File: config.mk
export PLATFORM = sky130hd
export DESIGN_NAME = rom_streamer
export DESIGN_NICKNAME = d
export VERILOG_FILES = /design/src/rtl/rom_stream_pkg.sv /design/src/rtl/rom_streamer.sv
export SDC_FILE = /design/constraint.sdc
export NUM_CORES = 1
export LEC_CHECK = 0
export CORE_MARGIN = 3
export CORE_UTILIZATION = 40
export DETAILED_ROUTE_END_ITERATION = 12
export PLACE_DENSITY_LB_ADDON = 0.08
export SETUP_SLACK_MARGIN = 0.5
export SLEW_MARGIN = 20
export SYNTH_ARGS = -nofsm -noshare
export SYNTH_HDL_FRONTEND = slang
export SYNTH_SLANG_ARGS = --single-unit
export TNS_END_PERCENT = 1
File: constraint.sdc
create_clock -name clk -period 2.37 [get_ports clk]
set_clock_uncertainty 0.15 [all_clocks]
set_input_delay 0.711 -clock clk [delete_from_list [all_inputs] [get_ports clk]]
set_output_delay 0.711 -clock clk [all_outputs]
set_load 0.05 [all_outputs]
File: src/rtl/rom_stream_pkg.sv
// Shared definitions for the ROM burst streamer: FSM state encoding and
// default geometry of the external ROM.
package rom_stream_pkg;

  typedef enum logic [1:0] {
    IDLE   = 2'd0,
    STREAM = 2'd1,
    DONE   = 2'd2
  } state_e;

  localparam int DEF_ADDR_WIDTH = 4;
  localparam int DEF_DATA_WIDTH = 8;

endpackage

File: src/rtl/rom_streamer.sv
// Streams a burst of consecutive words from an external combinational ROM onto
// a valid/ready interface, with a one-cycle done pulse after the last beat.
module rom_streamer
  import rom_stream_pkg::*;
#(
  parameter int ADDR_WIDTH = DEF_ADDR_WIDTH,
  parameter int DATA_WIDTH = DEF_DATA_WIDTH
) (
  input  logic                  clk,
  input  logic                  rst,
  input  logic                  start,
  input  logic [ADDR_WIDTH-1:0] base_addr,
  input  logic [ADDR_WIDTH:0]   length,
  output logic [ADDR_WIDTH-1:0] rom_addr,
  input  logic [DATA_WIDTH-1:0] rom_data,
  output logic [DATA_WIDTH-1:0] m_data,
  output logic                  m_valid,
  input  logic                  m_ready,
  output logic                  m_last,
  output logic                  busy,
  output logic                  done
);

  localparam logic [ADDR_WIDTH-1:0] ADDR_ONE = 1;
  localparam logic [ADDR_WIDTH:0]   CNT_ZERO = 0;
  localparam logic [ADDR_WIDTH:0]   CNT_ONE  = 1;
  localparam logic [ADDR_WIDTH:0]   CNT_TWO  = 2;

  state_e                  state_q;
  logic [ADDR_WIDTH-1:0]   cur_addr_q;
  logic [ADDR_WIDTH:0]     count_q;
  logic [DATA_WIDTH-1:0]   m_data_q;
  logic                    m_valid_q;
  logic                    m_last_q;

  logic                    accept_start;
  logic                    handshake;
  logic                    final_hs;
  logic [ADDR_WIDTH-1:0]   rom_addr_d;

  assign accept_start = (state_q == IDLE) && start && (length != CNT_ZERO);
  assign handshake    = (state_q == STREAM) && m_valid_q && m_ready;
  assign final_hs     = handshake && (count_q == CNT_ONE);

  // The ROM is combinational, so the address must already point at the word
  // that m_data will capture on this same edge.
  always_comb begin
    rom_addr_d = cur_addr_q;
    if (accept_start) begin
      rom_addr_d = base_addr;
    end else if (handshake) begin
      rom_addr_d = cur_addr_q + ADDR_ONE;
    end
  end

  always_ff @(posedge clk or posedge rst) begin
    if (rst) begin
      state_q    <= IDLE;
      cur_addr_q <= '0;
      count_q    <= '0;
      m_data_q   <= '0;
      m_valid_q  <= 1'b0;
      m_last_q   <= 1'b0;
    end else begin
      case (state_q)
        IDLE: begin
          if (accept_start) begin
            count_q    <= length;
            cur_addr_q <= rom_addr_d;
            m_data_q   <= rom_data;
            m_valid_q  <= 1'b1;
            m_last_q   <= (length == CNT_ONE);
            state_q    <= STREAM;
          end
        end
        STREAM: begin
          if (handshake) begin
            count_q    <= count_q - CNT_ONE;
            cur_addr_q <= rom_addr_d;
            if (final_hs) begin
              m_valid_q <= 1'b0;
              m_last_q  <= 1'b0;
              state_q   <= DONE;
            end else begin
              m_data_q <= rom_data;
              m_last_q <= (count_q == CNT_TWO);
            end
          end
        end
        DONE: begin
          state_q <= IDLE;
        end
        default: begin
          state_q <= IDLE;
        end
      endcase
    end
  end

  assign rom_addr = rom_addr_d;
  assign m_data   = m_data_q;
  assign m_valid  = m_valid_q;
  assign m_last   = m_last_q;
  assign busy     = (state_q != IDLE);
  assign done     = (state_q == DONE);

endmodule
# Yosys cells after proc, flatten, opt, wreduce, memory -nomap -nowiden
# Cells that the tools add are included.
# op_classes
reduce_logical,13
mux,24
n_eq_ne,9
addsub,2
# ops
cell,n
two-way mux 8 bit,3
two-way mux 4 bit,4
one-hot mux 8 bit (2 select lines),1
"equality test 5 x 1 -> 1 bit, second input constant",2
two-way mux 5 bit,2
one-hot mux 5 bit (2 select lines),1
"!= test 2 bit, second input constant",4
one-hot mux 4 bit (2 select lines),1
AND reduction 4 bit,2
two-way mux 1 bit,6
two-way mux 2 bit,3
AND reduction 3 bit,2
"equality test 5 x 2 -> 1 bit, second input constant",1
logical AND 1 bit,5
nonzero test 5 bit,1
"subtractor 5 x 1 -> 5 bit, second input constant",1
"adder 4 x 1 -> 4 bit, second input constant",1
one-hot mux 1 bit (2 select lines),2
one-hot mux 2 bit (2 select lines),1
nonzero test 2 bit,2
"equality test 2 x 1 -> 1 bit, second input constant",1
"equality test 2 bit, second input constant",1
zero test 2 bit,1
# totals
regBits,21
output_inout_bits,16
in_bits,21
elab_cells,54

# Longest topological paths before layout
# depth
word_depth,7
depth_mapped,5
depth_no_buf,5

# Worst setup path before layout
# OpenSTA, ideal clock, no wires.
# synth_path
path_kind,input-to-output
from,input port length[1]
to,output port rom_addr[1]
setup_slack_ps,-773
t_arrival_ps,2282
required_ps,1509
n_path_buf,0
cell_stages,4
cell_sequence,nor4_2 -> a21o_1 -> nor2_1 -> a31oi_1
# synth_via
elab_chain_cells,3
# synth_rtl
element,line,source
from (decl),rom_streamer.sv:13,"input logic [ADDR_WIDTH:0] length,"
nonzero test 5 bit,rom_streamer.sv:41,assign accept_start = (state_q == IDLE) && start && (length != CNT_ZERO);
logical AND 1 bit,rom_streamer.sv:41,
two-way mux 4 bit,rom_streamer.sv:49,if (accept_start) begin
to (decl),rom_streamer.sv:14,"output logic [ADDR_WIDTH-1:0] rom_addr,"
# No other way between the ends.

# Worst setup path in the final report
# layout_path
from,input port m_ready
to,output port rom_addr[0]
# layout_via
elab_chain_cells,3
# layout_rtl
element,line,source
from (decl),rom_streamer.sv:18,"input logic m_ready,"
logical AND 1 bit,rom_streamer.sv:42,assign handshake = (state_q == STREAM) && m_valid_q && m_ready;
two-way mux 4 bit,rom_streamer.sv:51,end else if (handshake) begin
two-way mux 4 bit,rom_streamer.sv:49,
# No other way between the ends.

==> impl_metrics.ini <==
[worst_setup_path]
crit_top_cell = buf_4
cp.arrival_ps = 1860
worst-setup-path-type = in -> out
path_max_fanout = 3
worst-path-buf-inv = 5
path_cells = buf_2, and4b_1, buf_4, buf_6, xnor2_2, buf_4, a21oi_4, buf_12
end_kind = output port
slowest_delay_ps = 210
worstPathRequired_ps = 1510
cp-start-kind = input port
slowest_stage = and4b_1
crit_family = buffers and inverters

[floorplanning]
placementRows = 18
io_pins = 37
die_w_um = 59.06
initial_utilization_pct = 43.86
die-area_sq_um = 3488
die_h_um = 59.06
core_area_sq_um = 2567

[timing]
hold_violations = 0
hold_slack_ps = 364.0
fin_crit_ps = 2719
slew-limit-headroom_pct = 72.27
layout_setup_ws_ps = -348.7
tightest_slew_ps = 415.0
rsz0062_at_grt = yes
setup_viol = 4
slew_violations = 0
finalCritPeriodShare_pct = 114.7
max_freq_mhz = 367.8

[yosys]
synth_top_area_share_pct = 46.67
synth-seq-cells = 21
avgSynthCellArea_sq_um = 10.72
ys_top_cells_by_count = 21 x dfrtp_1, 10 x a21oi_1, 8 x mux2_4
synth_edf_count = 0
yosysSeqAreaShare_pct = 46.67
syn_inst = 105
synthesis.nets = 130
yosysTopAreaCell = dfrtp_1
syn-cell-area_sq_um = 1126
yosysWarnings = 0
ys_async_sr_fraction_pct = 100.0
yosys-top-cells-area = dfrtp_1 47%, mux2_4 11%, a21oi_1 4.4%
synthFlopType = dfrtp_1
yosysUniqueCellTypes = 35
yosysMostFrequentCell = dfrtp_1

[detailed_routing]
routed_via_density = 5.265
wl_met3_um = 151
vias = 1053
first_iter_violations = 34
top_layer = met4
drcViolationCount = 0
firstDrtPassIters = 4
met1_length_um = 1234
routed-wl-met2_um = 1577
wl_per_cell_um = 14.96
ant_nets = 0
routed_wl_um = 2992

[clock_network]
clock-sinks = 21
cts_max_level = 1
clk_latency_ps = 310
root_buffer = clkbuf_4
cts_buffers = 3
cts_tree = built
hold_buffers = 0
clkTransAtPathRegs_ps = 110
clock_path_buffers = 2

[power]
ir_drop_uv = 1298
p_leak_nw = 0.8613
p_per_area_nw_per_um2 = 1518
finalPower_mw = 2.843

[worst_hold_path]
hp-class = reg -> reg

[status]
status = finished, violations left
violations = negative setup slack

[final_layout]
multi_input_area_sq_um = 685.7
antennaDiodeCount = 0
fill_cells = 192
ff_latch_area_sq_um = 525.5
final_net_count = 196
drive_gt1_share_pct = 45.88
syn2layout_area_growth_pct = 66.33

[flow_run]
drv_cap = 0

[grt]
antenna_found_initial = 0
grtUsageTotal_pct = 18.92
grt_pass1_wl_um = 4974
gr-total-overflow = 0
grt_max_degree = 22
grt_pass1_vias = 1101

[place]
gp_congestion = 0.8292
io_buffers = 36
hpwl_um = 2083
## metal layers
layer / global-route usage [%] / vias up
li1: - / 511
met1: 22.91 / 507
met2: 33.60 / 31
met3: 3.050 / 4
met4: 6.796 / 0
met5: 0 / -
## where the power goes
part | switching, mW | internal, mW | total [mW]
Combinational | 1.09 | 0.920 | 2.01
Sequential | 0.120 | 0.529 | 0.649
Clock | 0.116 | 0.0631 | 0.180
Total | 1.33 | 1.51 | 2.84
## cells in the final DEF (no fill, tap or decap), types with 4 or more instances in the layout
master and count:
buf_4 22, dfrtp_1 21, clkdlybuf4s50_1 13, buf_2 12, mux2_4 8, buf_6 8, a21oi_1 7, o21ai_1 6
nand2_1 5, inv_1 5, nor2_1 4, ha_1 4, buf_12 4
## flip-flops by register name, indices dropped and copies added (netlist names)
signal and flops:
m_data 8, m_last 1, m_valid 1, count_q 5, cur_addr_q 4, state_q 2
## stage by stage
step / TNS [ps] / setup WS (ps) / utilization (%) / cells / area (sq um)
2_1_floorplan: -1161 / -321.4 / - / 105 / 1190
3_3_place_gp: -6330 / -801.8 / 69.30 / 192 / 1779
3_5_place_dp: -6742 / -814.7 / 69.30 / 192 / 1779
4_1_cts: -1323 / -348.3 / 71.44 / 200 / 1834
5_1_grt: -1629 / -416.8 / 72.95 / 200 / 1873
6_report: -1348 / -348.7 / 72.95 / 200 / 1873
## final cells by class
| class | count | area share, % |
|---|---|---|
| clock inverter | 1 | 0.2672 |
| timing repair buffer | 63 | 30.66 |
| sequential | 21 | 28.06 |
| multi-input combinational | 76 | 36.61 |
| clock buffer | 3 | 1.202 |
| inverter | 6 | 1.202 |
| tap | 30 | 2.004 |
## cells by family (layout without fill, tap and decap cells)
kind of cell	after synthesis	count (layout)	share of synthesized area, %
xor gates and xnor gates	3	3	2.334
adders and majority gates	4	4	4.445
and+or+nand+nor	32	32	17.11
muxes	8	8	10.67
DFF	21	21	46.67
buffers and inverters	9	73	3.110
AOI/OAI and AO/OA	28	29	15.67
## worst paths after layout
check / startpoint / depth (start not counted) / slack [ps] / end
setup / recovery: m_ready / 8 / -350 / rom_addr[0]
hold / removal: m_data[5] / 1 / 360 / m_data[5]
setup reg to reg: state_q[1] / 5 / 370 / m_data[3]
hold reg to reg: m_data[5] / 1 / 360 / m_data[5]
max in group asynchronous: rst / 3 / 1270 / cur_addr_q[0]
min in group asynchronous: rst / 3 / 580 / count_q[1]
## repair_timing
item,in CTS,in global routing
gates cloned,1,0
setup buffers,3,0
pin swaps,9,7
endpoints found under the setup margin,34,17
gates resized for setup,79,8
Note: power is estimated with default switching activity, not from simulation.
